[src/rtl/multicycle_ctrl_pkg.sv]
// Shared types, opcodes and mux encodings for the multicycle controller.
// Imported by the interface, decoder and top level.
package multicycle_pkg;

  typedef enum logic [3:0] {
    S_FETCH  = 4'd0,
    S_DECODE = 4'd1,
    S_MEMADR = 4'd2,
    S_MEMRD  = 4'd3,
    S_MEMWB  = 4'd4,
    S_MEMWR  = 4'd5,
    S_EXEC   = 4'd6,
    S_RWB    = 4'd7,
    S_BRANCH = 4'd8,
    S_JUMP   = 4'd9,
    S_ADDIEX = 4'd10,
    S_ADDIWB = 4'd11,
    S_JAL    = 4'd12,
    S_TRAP   = 4'd13
  } state_t;

  localparam logic [5:0] OP_R    = 6'b000000;
  localparam logic [5:0] OP_LW   = 6'b100011;
  localparam logic [5:0] OP_SW   = 6'b101011;
  localparam logic [5:0] OP_BEQ  = 6'b000100;
  localparam logic [5:0] OP_BNE  = 6'b000101;
  localparam logic [5:0] OP_J    = 6'b000010;
  localparam logic [5:0] OP_JAL  = 6'b000011;
  localparam logic [5:0] OP_ADDI = 6'b001000;

  localparam logic [1:0] ALUOP_ADD   = 2'b00;
  localparam logic [1:0] ALUOP_SUB   = 2'b01;
  localparam logic [1:0] ALUOP_FUNCT = 2'b10;

  localparam logic [1:0] PCSRC_ALU  = 2'b00;
  localparam logic [1:0] PCSRC_OUT  = 2'b01;
  localparam logic [1:0] PCSRC_JUMP = 2'b10;

  localparam logic [1:0] SRCB_REG   = 2'b00;
  localparam logic [1:0] SRCB_FOUR  = 2'b01;
  localparam logic [1:0] SRCB_IMM   = 2'b10;
  localparam logic [1:0] SRCB_SHIMM = 2'b11;

  localparam logic [1:0] REGDST_RT  = 2'b00;
  localparam logic [1:0] REGDST_RD  = 2'b01;
  localparam logic [1:0] REGDST_R31 = 2'b10;

  localparam logic [1:0] M2R_ALU = 2'b00;
  localparam logic [1:0] M2R_MEM = 2'b01;
  localparam logic [1:0] M2R_PC  = 2'b10;

  typedef struct packed {
    logic       pc_write;
    logic       pc_write_cond;
    logic       branch_ne;
    logic       ior_d;
    logic       mem_read;
    logic       mem_write;
    logic       ir_write;
    logic       reg_write;
    logic       alu_src_a;
    logic [1:0] pc_source;
    logic [1:0] alu_op;
    logic [1:0] alu_src_b;
    logic [1:0] reg_dst;
    logic [1:0] memto_reg;
  } ctrl_t;

  // First state after DECODE for a given opcode; anything unknown traps.
  function automatic state_t op_target(input logic [5:0] op);
    state_t t;
    t = S_TRAP;
    unique case (1'b1)
      (op == OP_LW),
      (op == OP_SW):   t = S_MEMADR;
      (op == OP_R):    t = S_EXEC;
      (op == OP_BEQ),
      (op == OP_BNE):  t = S_BRANCH;
      (op == OP_J):    t = S_JUMP;
      (op == OP_JAL):  t = S_JAL;
      (op == OP_ADDI): t = S_ADDIEX;
      default:         t = S_TRAP;
    endcase
    return t;
  endfunction

endpackage

[src/rtl/multicycle_ctrl_if.sv]
// Opcode/memory-ready inputs and datapath control bundle.
// master = controller, slave = datapath.
interface multicycle_ctrl_if;
  import multicycle_pkg::*;

  logic [5:0] Op;
  logic       mem_ready;

  logic       PCWrite;
  logic       PCWriteCond;
  logic       BranchNe;
  logic       IorD;
  logic       MemRead;
  logic       MemWrite;
  logic       IRWrite;
  logic       RegWrite;
  logic       ALUSrcA;
  logic [1:0] PCSource;
  logic [1:0] ALUOp;
  logic [1:0] ALUSrcB;
  logic [1:0] RegDst;
  logic [1:0] MemtoReg;

  modport master (
    input  Op, mem_ready,
    output PCWrite, PCWriteCond, BranchNe,
    output IorD, MemRead, MemWrite,
    output IRWrite, RegWrite, ALUSrcA,
    output PCSource, ALUOp, ALUSrcB,
    output RegDst, MemtoReg
  );

  modport slave (
    output Op, mem_ready,
    input  PCWrite, PCWriteCond, BranchNe,
    input  IorD, MemRead, MemWrite,
    input  IRWrite, RegWrite, ALUSrcA,
    input  PCSource, ALUOp, ALUSrcB,
    input  RegDst, MemtoReg
  );
endinterface

[src/rtl/multicycle_ctrl_decode.sv]
// Combinational control-output decode from the registered state.
// Only the FETCH IRWrite/PCWrite pair and MEMWR retire see mem_ready.
module multicycle_ctrl_decode
  import multicycle_pkg::*;
(
  input  state_t state,
  input  logic   is_bne,
  input  logic   mem_ready,
  output ctrl_t  ctrl,
  output logic   illegal_op,
  output logic   instr_done
);

  always_comb begin
    ctrl       = '0;
    illegal_op = 1'b0;
    instr_done = 1'b0;
    unique case (state)
      S_FETCH: begin
        ctrl.mem_read  = 1'b1;
        ctrl.alu_src_b = SRCB_FOUR;
        ctrl.pc_source = PCSRC_ALU;
        ctrl.ir_write  = mem_ready;
        ctrl.pc_write  = mem_ready;
      end
      S_DECODE: begin
        ctrl.alu_src_b = SRCB_SHIMM;
      end
      S_MEMADR: begin
        ctrl.alu_src_a = 1'b1;
        ctrl.alu_src_b = SRCB_IMM;
      end
      S_MEMRD: begin
        ctrl.mem_read = 1'b1;
        ctrl.ior_d    = 1'b1;
      end
      S_MEMWB: begin
        ctrl.reg_write = 1'b1;
        ctrl.memto_reg = M2R_MEM;
        ctrl.reg_dst   = REGDST_RT;
        instr_done     = 1'b1;
      end
      S_MEMWR: begin
        ctrl.mem_write = 1'b1;
        ctrl.ior_d     = 1'b1;
        instr_done     = mem_ready;
      end
      S_EXEC: begin
        ctrl.alu_src_a = 1'b1;
        ctrl.alu_op    = ALUOP_FUNCT;
      end
      S_RWB: begin
        ctrl.reg_write = 1'b1;
        ctrl.reg_dst   = REGDST_RD;
        instr_done     = 1'b1;
      end
      S_BRANCH: begin
        ctrl.alu_src_a     = 1'b1;
        ctrl.alu_op        = ALUOP_SUB;
        ctrl.pc_write_cond = 1'b1;
        ctrl.pc_source     = PCSRC_OUT;
        ctrl.branch_ne     = is_bne;
        instr_done         = 1'b1;
      end
      S_JUMP: begin
        ctrl.pc_write  = 1'b1;
        ctrl.pc_source = PCSRC_JUMP;
        instr_done     = 1'b1;
      end
      S_ADDIEX: begin
        ctrl.alu_src_a = 1'b1;
        ctrl.alu_src_b = SRCB_IMM;
      end
      S_ADDIWB: begin
        ctrl.reg_write = 1'b1;
        ctrl.reg_dst   = REGDST_RT;
        instr_done     = 1'b1;
      end
      S_JAL: begin
        ctrl.pc_write  = 1'b1;
        ctrl.pc_source = PCSRC_JUMP;
        ctrl.reg_write = 1'b1;
        ctrl.reg_dst   = REGDST_R31;
        ctrl.memto_reg = M2R_PC;
        instr_done     = 1'b1;
      end
      S_TRAP: begin
        illegal_op = 1'b1;
      end
      default: begin
        ctrl = '0;
      end
    endcase
  end

endmodule

[src/rtl/multicycle_ctrl.sv]
// Multicycle datapath controller: state register, sequencing,
// latched branch/store flags and retired-instruction counter.
module multicycle_ctrl
  import multicycle_pkg::*;
#(
  parameter int CNT_W    = 32,
  parameter int MEM_WAIT = 1
) (
  input  logic                clk,
  input  logic                rst_n,
  multicycle_ctrl_if.master   bus,
  output logic [3:0]          state,
  output logic                illegal_op,
  output logic                instr_done,
  output logic [CNT_W-1:0]    retired
);

  state_t state_q;
  state_t state_d;
  logic   is_bne;
  logic   is_sw;
  logic   ready;
  ctrl_t  ctrl;

  assign ready = (MEM_WAIT == 0) ? 1'b1 : bus.mem_ready;
  assign state = state_q;

  always_comb begin
    state_d = state_q;
    unique case (state_q)
      S_FETCH:  if (ready) state_d = S_DECODE;
      S_DECODE: state_d = op_target(bus.Op);
      S_MEMADR: state_d = is_sw ? S_MEMWR : S_MEMRD;
      S_MEMRD:  if (ready) state_d = S_MEMWB;
      S_MEMWR:  if (ready) state_d = S_FETCH;
      S_EXEC:   state_d = S_RWB;
      S_ADDIEX: state_d = S_ADDIWB;
      S_TRAP:   state_d = S_TRAP;
      S_MEMWB,
      S_RWB,
      S_BRANCH,
      S_JUMP,
      S_ADDIWB,
      S_JAL:    state_d = S_FETCH;
      default:  state_d = S_FETCH;
    endcase
  end

  // Opcode is captured once in DECODE so later IR changes cannot leak in.
  always_ff @(posedge clk) begin
    if (!rst_n) begin
      state_q <= S_FETCH;
      is_bne  <= 1'b0;
      is_sw   <= 1'b0;
      retired <= '0;
    end else begin
      state_q <= state_d;
      if (state_q == S_DECODE) begin
        is_bne <= (bus.Op == OP_BNE);
        is_sw  <= (bus.Op == OP_SW);
      end
      if (instr_done) retired <= retired + CNT_W'(1);
    end
  end

  multicycle_ctrl_decode u_decode (
    .state      (state_q),
    .is_bne     (is_bne),
    .mem_ready  (ready),
    .ctrl       (ctrl),
    .illegal_op (illegal_op),
    .instr_done (instr_done)
  );

  assign bus.PCWrite     = ctrl.pc_write;
  assign bus.PCWriteCond = ctrl.pc_write_cond;
  assign bus.BranchNe    = ctrl.branch_ne;
  assign bus.IorD        = ctrl.ior_d;
  assign bus.MemRead     = ctrl.mem_read;
  assign bus.MemWrite    = ctrl.mem_write;
  assign bus.IRWrite     = ctrl.ir_write;
  assign bus.RegWrite    = ctrl.reg_write;
  assign bus.ALUSrcA     = ctrl.alu_src_a;
  assign bus.PCSource    = ctrl.pc_source;
  assign bus.ALUOp       = ctrl.alu_op;
  assign bus.ALUSrcB     = ctrl.alu_src_b;
  assign bus.RegDst      = ctrl.reg_dst;
  assign bus.MemtoReg    = ctrl.memto_reg;

endmodule

[src/flat_wrapper.sv]
// flat-port wrapper written by rule: the top's interface ports become plain ports
module multicycle_ctrl_flat import multicycle_pkg::*;
#(
  parameter int CNT_W    = 32,
  parameter int MEM_WAIT = 1
)
  (clk, rst_n, state, illegal_op, instr_done, retired, bus_Op, bus_mem_ready, bus_PCWrite, bus_PCWriteCond, bus_BranchNe, bus_IorD, bus_MemRead, bus_MemWrite, bus_IRWrite, bus_RegWrite, bus_ALUSrcA, bus_PCSource, bus_ALUOp, bus_ALUSrcB, bus_RegDst, bus_MemtoReg);
  multicycle_ctrl_if bus_i ();
  input  logic clk;
  input  logic rst_n;
  output logic [3:0] state;
  output logic illegal_op;
  output logic instr_done;
  output logic [CNT_W-1:0] retired;
  input wire logic [$bits(bus_i.Op)-1:0] bus_Op;
  input wire logic [$bits(bus_i.mem_ready)-1:0] bus_mem_ready;
  output wire logic [$bits(bus_i.PCWrite)-1:0] bus_PCWrite;
  output wire logic [$bits(bus_i.PCWriteCond)-1:0] bus_PCWriteCond;
  output wire logic [$bits(bus_i.BranchNe)-1:0] bus_BranchNe;
  output wire logic [$bits(bus_i.IorD)-1:0] bus_IorD;
  output wire logic [$bits(bus_i.MemRead)-1:0] bus_MemRead;
  output wire logic [$bits(bus_i.MemWrite)-1:0] bus_MemWrite;
  output wire logic [$bits(bus_i.IRWrite)-1:0] bus_IRWrite;
  output wire logic [$bits(bus_i.RegWrite)-1:0] bus_RegWrite;
  output wire logic [$bits(bus_i.ALUSrcA)-1:0] bus_ALUSrcA;
  output wire logic [$bits(bus_i.PCSource)-1:0] bus_PCSource;
  output wire logic [$bits(bus_i.ALUOp)-1:0] bus_ALUOp;
  output wire logic [$bits(bus_i.ALUSrcB)-1:0] bus_ALUSrcB;
  output wire logic [$bits(bus_i.RegDst)-1:0] bus_RegDst;
  output wire logic [$bits(bus_i.MemtoReg)-1:0] bus_MemtoReg;
  assign bus_i.Op = bus_Op;
  assign bus_i.mem_ready = bus_mem_ready;
  assign bus_PCWrite = bus_i.PCWrite;
  assign bus_PCWriteCond = bus_i.PCWriteCond;
  assign bus_BranchNe = bus_i.BranchNe;
  assign bus_IorD = bus_i.IorD;
  assign bus_MemRead = bus_i.MemRead;
  assign bus_MemWrite = bus_i.MemWrite;
  assign bus_IRWrite = bus_i.IRWrite;
  assign bus_RegWrite = bus_i.RegWrite;
  assign bus_ALUSrcA = bus_i.ALUSrcA;
  assign bus_PCSource = bus_i.PCSource;
  assign bus_ALUOp = bus_i.ALUOp;
  assign bus_ALUSrcB = bus_i.ALUSrcB;
  assign bus_RegDst = bus_i.RegDst;
  assign bus_MemtoReg = bus_i.MemtoReg;
  multicycle_ctrl #(.CNT_W(CNT_W), .MEM_WAIT(MEM_WAIT)) u_core (.clk(clk), .rst_n(rst_n), .bus(bus_i), .state(state), .illegal_op(illegal_op), .instr_done(instr_done), .retired(retired));
endmodule
[config.mk]
export PLATFORM = sky130hd
export DESIGN_NAME = multicycle_ctrl_flat
export DESIGN_NICKNAME = d
export VERILOG_FILES = /design/src/rtl/multicycle_ctrl_pkg.sv /design/src/rtl/multicycle_ctrl_if.sv /design/src/rtl/multicycle_ctrl_decode.sv /design/src/rtl/multicycle_ctrl.sv /design/src/flat_wrapper.sv
export SDC_FILE = /design/constraint.sdc
export NUM_CORES = 1
export LEC_CHECK = 0
export CAP_MARGIN = 5
export CELL_PAD_IN_SITES_DETAIL_PLACEMENT = 0
export CELL_PAD_IN_SITES_GLOBAL_PLACEMENT = 2
export CORE_MARGIN = 1
export CORE_UTILIZATION = 24
export CTS_BUF_LIST = sky130_fd_sc_hd__clkbuf_4
export DETAILED_ROUTE_END_ITERATION = 6
export PLACE_DENSITY_LB_ADDON = 0.2
export SLEW_MARGIN = 15
export SYNTH_ARGS = -nofsm -noshare
export SYNTH_HDL_FRONTEND = slang
export SYNTH_SLANG_ARGS = --single-unit
[constraint.sdc]
create_clock -name clk -period 2.3 [get_ports clk]
set_input_delay 0.23 -clock clk [delete_from_list [all_inputs] [get_ports clk]]
set_output_delay 0.23 -clock clk [all_outputs]
set_load 0.005 [all_outputs]
# After elaboration in Yosys (flattened, before gate mapping)
# Cells that the tools add are included.
# word_totals
reg_bits,38
output_inout_bits,57
# classes
addsub,1
eq_ne,23
muxes,21
reduce_logical,12
# ops
operator,n
"32-bit by 1-bit adder with 32-bit output, second input constant",1
4-bit case mux with 8 select lines,1
"4-bit equality test, second input constant",6
4-bit case mux with 6 select lines,1
"4-bit by 3-bit equality test with 1-bit output, second input constant",4
2-bit case mux with 2 select lines,4
"6-bit by 2-bit equality test with 1-bit output, second input constant",2
"6-bit by 3-bit equality test with 1-bit output, second input constant",2
"6-bit equality test, second input constant",2
4-bit two-way mux,3
2-bit OR reduction,6
"4-bit by 2-bit equality test with 1-bit output, second input constant",2
4-bit OR reduction,2
1-bit two-way mux,7
"6-bit by 4-bit equality test with 1-bit output, second input constant",1
6-bit logical NOT,1
"2-bit != test, second input constant",3
2-bit case mux with 3 select lines,1
6-bit OR reduction,1
"4-bit by 1-bit equality test with 1-bit output, second input constant",1
4-bit logical NOT,1
1-bit case mux with 2 select lines,2
3-bit two-way mux,1
3-bit AND reduction,1
2-bit two-way mux,1

# Depth between registers and ports, before layout
# Gate-level depths: netlist (run 1).
# logic_depth
word_depth,4
depth_mapped,10

# By module
# A second synthesis (run 1) with hierarchy kept.
# hier_totals
hier_cells,272
hier_area_um2,2263.4
# by_module_without_submodules
module,instances,cells_each,area_each_um2
multicycle_ctrl,1,229,1976.9
multicycle_ctrl_decode,1,43,286.5

# Worst setup path after synthesis (run 1)
# Ideal clock, no wire load.
# synth_path
kind,reg2reg
from,reg u_core.state_q[1] (netlist: u_core.state[1])
to,reg u_core.retired[31]
setup_ns,0.070
arrival_time_ns,2.132
t_required_ns,2.230
setup_slack_ns,0.098
stages_incl_launch_ff,8
path_buffers,2
path_cell_list,dfxtp_1 clkbuf_1 nor4b_1 or4b_1 buf_2 or3_4 or3_1 a21oi_1
# synth_via
elab_chain_cells,3
word_cells_on_any_way,9
cone_classes,eq/ne (7); mux (1); reduce/logical (1)
# synth_rtl
item,line,source
from (decl),multicycle_ctrl.sv:18,state_t state_q;
from (signal assigned),multicycle_ctrl.sv:57,state_q <= state_d;
4-bit equality test / 4-bit by 3-bit equality test with 1-bit output (equally long branches),multicycle_ctrl_decode.sv:18,unique case (state)
6-bit OR reduction (no line),--,
1-bit case mux with 2 select lines *,multicycle_ctrl_decode.sv:18,
to (signal assigned),multicycle_ctrl.sv:62,if (instr_done) retired <= retired + CNT_W'(1);
to (decl),multicycle_ctrl.sv:15,output logic [CNT_W-1:0] retired
# Every way passes the cells marked *; elsewhere a longest branch is shown, timed or not.
# A chain may end at the register's enable or synchronous reset.

# Worst setup path after layout (run 1)
# layout_path
from,reg u_core.state_q[2] (netlist: u_core.state[2])
to,out bus_BranchNe
# layout_via
elab_chain_cells,2
# layout_rtl
item,line,source
4-bit equality test,multicycle_ctrl_decode.sv:18,
2-bit two-way mux,multicycle_ctrl_decode.sv:18,
to (decl),flat_wrapper.sv:19,output wire logic [$bits(bus_i.BranchNe)-1:0] bus_BranchNe;
# No other way between the ends.

==> results of run 1 <==
-- worst max path at each step --
stage,endpoint,slack (ns),depth (start not counted),startpoint
floorplan,u_core.retired[31],0.1,7,u_core.state[1]
global placement,u_core.retired[31],-0.1,6,bus_mem_ready
detailed placement,u_core.retired[31],-0.13,6,bus_mem_ready
CTS,instr_done,0.003,4,u_core.state[0]
global route,u_core.retired[31],0.00009,6,u_core.state[0]
finish,bus_BranchNe,0.12,5,u_core.state[2]
-- cell families after synthesis --
| family | Yosys count | synth area share |
|---|---|---|
| simple gates | 146 | 0.3578 |
| compound gates | 42 | 0.1171 |
| flops | 38 | 0.3543 |
| xor+xnor | 27 | 0.1101 |
| buf+inv | 25 | 0.05012 |
| mux | 1 | 0.004662 |
| fa+ha+maj | 1 | 0.005827 |
-- state kept, by name (all words and copies together), names as in the netlist --
register        count
u_core.retired     32
u_core.is_sw        1
u_core.is_bne       1
u_core.state        4
-- metal layers --
layer | vias up | part of all wire
li1 | 1141 | -
met3 | 5 | 0.035
met1 | 1024 | 0.51
met4 | 0 | 0.0073
met2 | 40 | 0.45
met5 | - | 0
-- critical path: stages, from the launching register on --
cell             delay (ns)
dfxtp_1                0.33
buf_4                  0.20
nand2b_1               0.20
nor3_2                 0.21
and2_1                 0.18
clkdlybuf4s50_1        0.50
-- per-stage QoR --
| step | util | instances | TNS, ns |
|---|---|---|---|
| after detailed placement | 0.3460 | 454 | -0.5632 |
| after floorplan | - | 280 | 0 |
| after CTS | 0.3535 | 461 | 0 |
| final | 0.3555 | 462 | 0 |
| after global placement | 0.3460 | 454 | -0.1615 |
| after global routing | 0.3555 | 462 | 0 |
-- synth_stat cells, types with 2 or more instances --
cell type,instances,share of area
a21oi_1,17,0.040
a22oi_1,2,0.0070
a31o_2,3,0.012
and2_1,3,0.0087
and3_1,12,0.035
and4_1,4,0.016
buf_2,2,0.0047
buf_4,3,0.010
clkbuf_1,11,0.019
dfxtp_1,38,0.35
inv_1,7,0.012
nand2_1,21,0.037
nand2b_1,5,0.015
nand3_1,11,0.026
nand4_1,15,0.044
nor2_1,38,0.066
nor2b_1,2,0.0058
nor3_1,13,0.030
nor4_1,9,0.026
nor4b_1,2,0.0082
o211ai_1,2,0.0070
o21ai_0,11,0.026
or3_1,5,0.015
xnor2_1,16,0.065
xor2_1,11,0.045
-- timing repair --
item                                    in CTS  in global routing
resized for setup                            4                  4
gates cloned                                 0                  0
endpoints found under the setup margin       5                  2
pin swaps                                    0                  1
buffers inserted                             0                  1
-- area by class of cell --
type,count,area (um^2),share of cell area
clock buffer,7,52.55,0.01703
inverter,8,35.03,0.01135
multi-input combinational,217,1287,0.4173
sequential,38,763.2,0.2474
tap,108,135.1,0.04380
timing repair buffer,84,812.0,0.2632
-- report_power, final --
group | leakage [nW] | internal (mW) | switching [mW]
logic | 0.718 | 0.185 | 0.170
clock network | 0.0322 | 0.139 | 0.221
registers | 0.307 | 0.670 | 0.0136
total | 1.06 | 0.994 | 0.405
==> results.cfg, run 1 <==
[sta]
drv_slew = 0
rsz0062_at_grt = no
layout_setup_ws_ns = 0.1181
finalSetupViolCount = 0
skew_ns = 0.01280
hold_viol_final = 0
clock.fmax_ghz = 0.4583
min_period_over_period = 0.9487
timing.final.crit_period_ns = 2.182
max-slew-margin-rel = 0.6814
tightest_slew_ns = 0.4773
hold-worst-slack_ns = 0.4892

[power_and_ir_drop]
vdd_drop_max_uv = 221.7
cellPowerDensity_nw_per_um2 = 453.3
p_total_mw = 1.399
p_leak_nw = 1.058

[worst_hold_path]
hold_start = u_core.is_sw
min_to = u_core.is_sw
hp-class = flop to flop
hold_depth = 2

[floorplan]
die_area_um2 = 9329
die_y_um = 96.59
rows = 34
die_w_um = 96.59
start_util = 0.2474
core-area_um2 = 8678
ioPinCount = 66

[synth]
yosysWarnings = 0
syn_area_per_cell_um2 = 7.668
synth.distinct_cells = 42
async_flop_share = 0
synth_nets = 290
synth_area_um2 = 2147
synth_edf_count = 0
synth.ff_latch_count = 38
ys_seq_area_frac = 0.3543
synth_flop_cell = dfxtp_1
syn_inst = 280

[final_layout]
final_cell_mix = clkdlybuf4s50_1, nor2_1, dfxtp_1, nand2_1
fillers = 947
final_common_cell = clkdlybuf4s50_1
diodes = 0
drive_above_1_share = 0.1102
syn_to_final_growth_pct = 43.71
nNetsFinal = 364
final_cell_area_um2 = 3085

[detailed_routing]
postRouteAntennaNets = 0
drt-initial-drc-count = 109
viasPerCell = 4.784
wire_per_inst_um = 13.91
first_pass_iters = 4
route.detailed.drc = 0
vias = 2210
wirelength_um = 6428

[worst_setup_path]
ff2ff_setup_slack_ns = 0.14
timing.rr.end = u_core.retired[31]
r2r_cells = 6
r2r-start = u_core.state[0]
crit_path_end_kind = output port
crit_fanout = 20
cp.arrival_ns = 1.95
worstSetupPathType = flop to output port
cp.required_ns = 2.07
critPathLaunchType = flop

[clocking]
clk_latency_ns = 0.34
numCtsBuffers = 5
cts_buffer_depth = 2
cts_root_buffer = clkbuf_4
cts_tree = built
clock_sinks = 38
htreeDepth = 2
clkTransAtPathRegs_ns = 0.10
cts_hold_buf = 0

[global_routing]
grt.total_usage = 0.1467
overflow = 0
use_met2 = 0.2254
busiest_layer = met2
met3_usage = 0.02504
antenna_found_initial = 0
first_global_vias = 2127
grt_max_degree = 28
grt_pass1_wl_um = 10680
use_met1 = 0.2138

[place]
pre_cts_slack_ns = -0.1348
gp_congestion = 0.7614
dpl.hpwl_um = 4705
portBuffers = 65
placed_area_um2 = 3003

[job]
maxCapViolCount = 0

[run_status]
status = completed
Note: power is estimated with default switching activity, not from simulation.
==> run 2, diff against run 1 <==
==> constraint.sdc (replaced) <==
create_clock -name clk -period 2.3 [get_ports clk]
set_input_delay 0.575 -clock clk [delete_from_list [all_inputs] [get_ports clk]]
set_output_delay 0.575 -clock clk [all_outputs]
set_load 0.005 [all_outputs]
==> run 2 against run 1 <==
  * Final area rose by 4.1%
  * Worst setup slack got worse by 0.079 ns
  * Non-clock buffer count rose by 10
  * Clock skew fell by 0.0026 ns
  * Combinational power rose by 7.9%
  * Clock power fell by 7.8%
  * Cell count rose by 2.4%
  * Fmax fell by 3.5%
  * Core utilization rose by 1.5 points
==> results.cfg, run 2 (synthesis gave the netlist of run 1 again) <==
[sta]
hold_viol_final = 0
tightest_slew_ns = 0.4395
min_period_over_period = 0.9831
hold-worst-slack_ns = 0.4916
finalSetupViolCount = 0
clock.fmax_ghz = 0.4423
layout_setup_ws_ns = 0.03891
timing.final.crit_period_ns = 2.261
rsz0062_at_grt = yes
skew_ns = 0.01021
max-slew-margin-rel = 0.7070
drv_slew = 0

[global_routing]
use_met2 = 0.2330
use_met1 = 0.1948
met3_usage = 0.02504
grt_max_degree = 39
grt_pass1_wl_um = 10350
first_global_vias = 2098
overflow = 0
antenna_found_initial = 0
grt.total_usage = 0.1422
busiest_layer = met2

[detailed_routing]
viasPerCell = 4.837
postRouteAntennaNets = 0
wire_per_inst_um = 13.47
route.detailed.drc = 0
wirelength_um = 6371
first_pass_iters = 4
drt-initial-drc-count = 85
vias = 2288

[worst_setup_path]
crit_fanout = 5
crit_path_cell_trace = dlygate4sd2_1, buf_4, and3_4, or2_2, dlygate4sd2_1
critPathSlowestCell = dlygate4sd2_1
critPathLaunchType = input port
r2r-start = u_core.state[0]
max_stage_delay_ns = 0.26
crit_top_cell = dlygate4sd2_1
cp.arrival_ns = 1.69
worstSetupPathType = input port to output port
crit_start = bus_mem_ready
r2r_cells = 6
cp.required_ns = 1.73
crit_path_end_kind = output port

[place]
placed_area_um2 = 3050
dpl.hpwl_um = 4702
gp_congestion = 0.7122
portBuffers = 65
pre_cts_slack_ns = -0.6007

[worst_hold_path]
hold_depth = 2
hp-class = flop to flop
hold_start = u_core.is_sw

[final_layout]
regMostFlops = u_core.retired
nNetsFinal = 374
fillers = 959
syn_to_final_growth_pct = 49.65
multiInputGateArea_um2 = 1350
final_cell_mix = clkdlybuf4s50_1, nor2_1, dfxtp_1, buf_4, nand2_1
diodes = 0
largest_reg_flops = 32
final_util = 0.3702
final_common_cell = clkdlybuf4s50_1
regArea_um2 = 773.2
drive_above_1_share = 0.1671
final_cell_area_um2 = 3213

[job]
maxCapViolCount = 0

[floorplan]
ioPinCount = 66
rows = 34
start_util = 0.2474
die_area_um2 = 9329
die_y_um = 96.59
die_w_um = 96.59
core-area_um2 = 8678

[power_and_ir_drop]
cellPowerDensity_nw_per_um2 = 436.1
p_leak_nw = 1.226
p_total_mw = 1.401
vdd_drop_max_uv = 172.9

[clocking]
clk_latency_ns = 0.34
clock_sinks = 38
clkTransAtPathRegs_ns = 0.11
cts_buffer_depth = 2
htreeDepth = 2
cts_root_buffer = clkbuf_4
cts_tree = built
numCtsBuffers = 5

[run_status]
status = completed
## run 2: path summary, 6_finish.rpt
| path | slack (ns) | to |
|---|---|---|
| max | 0.04 | bus_PCWrite |
| min | 0.49 | u_core.is_sw |
| max reg2reg | 0.08 | u_core.retired[31] |
| min reg2reg | 0.49 | u_core.is_sw |
## run 2: what timing repair did
| action | in CTS | in global routing |
|---|---|---|
| gates resized for setup | 37 | 17 |
| setup buffers | 2 | 2 |
| endpoints found under the setup margin | 24 | 8 |
| pin swaps | 5 | 3 |
| hold buffers | 0 | 0 |
## run 2: stage by stage
stage | std cells | setup TNS [ns]
finish | 473 | 0
global route | 473 | 0
CTS | 471 | -0.03233
detailed placement | 462 | -9.947
global placement | 462 | -9.705
floorplan | 280 | 0
## run 2: critical path, delay by kind of cell
kind | cells | cell delay, ns
buf+inv | 3 | 0.68
simple gates | 2 | 0.43
## run 2: per-layer routing
layer | vias up | part of all wire
li1 | 1160 | -
met1 | 1077 | 0.49
met2 | 46 | 0.46
met3 | 5 | 0.042
met4 | 0 | 0.0066
met5 | - | 0
## run 2: area by class of cell
type	instances	area share
well taps	108	0.04206
flip-flops and latches	38	0.2407
multi-input cells	217	0.4202
repair buffers	94	0.2718
clock buffers	5	0.01168
clock inverters	3	0.003505
inverters	8	0.01012
## run 2: power by group
part           internal [mW]  total, mW  switching [mW]  leakage (nW)
Clock                  0.109      0.333           0.224        0.0277
Combinational          0.201      0.383           0.181         0.889
Sequential             0.670      0.685          0.0152         0.309
Total                  0.981       1.40           0.420          1.23
==> run 3, diff against run 2 <==
CTS_CLUSTER_SIZE = 24   (was not set)
MAX_ROUTING_LAYER = met4   (was not set)
SLEW_MARGIN = not set   (was 15)
==> run 3 against run 2 <==
  * Worst setup slack about the same
  * Global-route usage rose by 0.42 points
  * Via count down 0.70%
  * Combinational power hardly changed
  * Non-clock buffer count unchanged
  * Final area unchanged
  * Routed wire length fell by 0.13%
  * Die area unchanged
  * Flip-flop and latch count is the same
==> results.cfg, run 3 (synthesis gave the netlist of run 1 again) <==
[run_status]
status = completed

[worst_setup_path]
max_stage_delay_ns = 0.26
critPathLaunchType = input port
ff2ff_setup_slack_ns = 0.08
crit_top_cell = dlygate4sd2_1
worstSetupPathType = input port to output port
path_delay_family = buffers and inverters
timing.rr.end = u_core.retired[31]
r2r_cells = 6
critPathBufInv = 3
cp.arrival_ns = 1.69
r2r-start = u_core.state[0]
critPathSlowestCell = dlygate4sd2_1
crit_path_cell_trace = dlygate4sd2_1, buf_4, and3_4, or2_2, dlygate4sd2_1
crit_path_end_kind = output port
crit_fanout = 5
cp.required_ns = 1.73

[detailed_routing]
drt-initial-drc-count = 78
route.detailed.drc = 0
postRouteAntennaNets = 0
vias = 2272
viasPerCell = 4.803
wirelength_um = 6363
first_pass_iters = 4
wire_per_inst_um = 13.45

[clocking]
clkTransAtPathRegs_ns = 0.11
cts_tree = built
numCtsBuffers = 5
cts_hold_buf = 0
cts_buffer_depth = 2
clock_sinks = 38
clk_latency_ns = 0.34
htreeDepth = 2
cts_root_buffer = clkbuf_4

[place]
gp_congestion = 0.7204
placed_area_um2 = 3050
dpl.hpwl_um = 4702
dp.cells = 462
portBuffers = 65

[worst_hold_path]
hp-class = flop to flop
hold_start = u_core.is_sw
min_to = u_core.is_sw
hold_depth = 2

[floorplan]
die_w_um = 96.59
die_area_um2 = 9329
die_y_um = 96.59
core-area_um2 = 8678
ioPinCount = 66
rows = 34
start_util = 0.2474

[final_layout]
final-instance-count-excl-fill = 473
regMostFlops = u_core.retired
final_cell_area_um2 = 3213
final_cell_mix = clkdlybuf4s50_1, nor2_1, dfxtp_1, buf_4, nand2_1
nNetsFinal = 374
drive_above_1_share = 0.1671
largest_reg_flops = 32
syn_to_final_growth_pct = 49.65
fillers = 959
diodes = 0
final_common_cell = clkdlybuf4s50_1

[global_routing]
overflow = 0
grt_max_degree = 39
antenna_found_initial = 0
grt.total_usage = 0.1465
grt_pass1_wl_um = 10360
first_global_vias = 2097

[sta]
rsz0062_at_grt = yes
drv_slew = 0
tightest_slew_ns = 0.4364
timing.final.crit_period_ns = 2.261
min_period_over_period = 0.9831
hold_viol_final = 0
finalSetupViolCount = 0
skew_ns = 0.01117
clock.fmax_ghz = 0.4423
max-slew-margin-rel = 0.7091

[power_and_ir_drop]
p_leak_nw = 1.226
cellPowerDensity_nw_per_um2 = 435.6
vdd_drop_max_uv = 173.9

[job]
maxCapViolCount = 0
run 3: cell counts in the layout (fill, tap and decap cells not counted):
Identical to the previous run, type by type.
run 3: where the power goes:
group	leakage, nW	internal, mW	switching, mW
Clock	0.0277	0.109	0.223
Combinational	0.889	0.201	0.181
Sequential	0.309	0.670	0.0153
Total	1.23	0.981	0.419
run 3: repair_timing:
item | 4_1_cts | 5_1_grt
buffers inserted | 2 | 2
endpoints found under the setup margin | 24 | 8
resized for setup | 37 | 17
gates cloned | 0 | 0
pin swaps | 5 | 3
run 3: worst max-delay path by stage:
stage                         start            endpoint  depth (start not counted)
floorplan           u_core.state[1]  u_core.retired[31]                          7
CTS                 u_core.state[3]         bus_IRWrite                          5
detailed placement    bus_mem_ready  u_core.retired[31]                          7
global placement      bus_mem_ready          instr_done                          5
finish                bus_mem_ready         bus_PCWrite                          5
global route        u_core.state[2]         bus_PCWrite                          5
run 3: worst reg2reg max path, cell delays in order, from the launching register on:
cell,delay [ns]
dfxtp_4,0.37
and3_1,0.17
or4b_4,0.56
buf_6,0.17
or3_4,0.39
or3_1,0.35
a21oi_1,0.14
run 3: through the flow:
step / TNS [ns] / power, mW / hold WS, ns / utilization / worst slack, ns
after floorplan: 0 / 0.8658 / 0.4360 / - / 0.09763
after global placement: -9.705 / 1.058 / 0.4691 / 0.3515 / -0.5950
after detailed placement: -9.947 / 1.056 / 0.4777 / 0.3515 / -0.6007
after CTS: -0.03233 / 1.412 / 0.5069 / 0.3622 / -0.03233
after global routing: 0 / 1.492 / 0.5407 / 0.3702 / 0.004236
final: 0 / 1.400 / 0.4916 / 0.3702 / 0.03897
run 3: routing by layer:
metal | vias to the layer above | global-route usage | wire length [um]
met5 | - | - | 0
met4 | 0 | 0.02941 | 37
met3 | 4 | 0.02347 | 253
met2 | 44 | 0.2324 | 2982
met1 | 1062 | 0.1967 | 3090
li1 | 1162 | - | -
run 3: area by class of cell:
type                            count  area, um^2  share of cell area
Sequential cell                    38       773.2              0.2407
Tap cell                          108       135.1             0.04206
Clock inverter                      3       11.26            0.003505
Clock buffer                        5       37.54             0.01168
Multi-Input combinational cell    217        1350              0.4202
Timing Repair Buffer               94       873.3              0.2718
Inverter                            8       32.53             0.01012
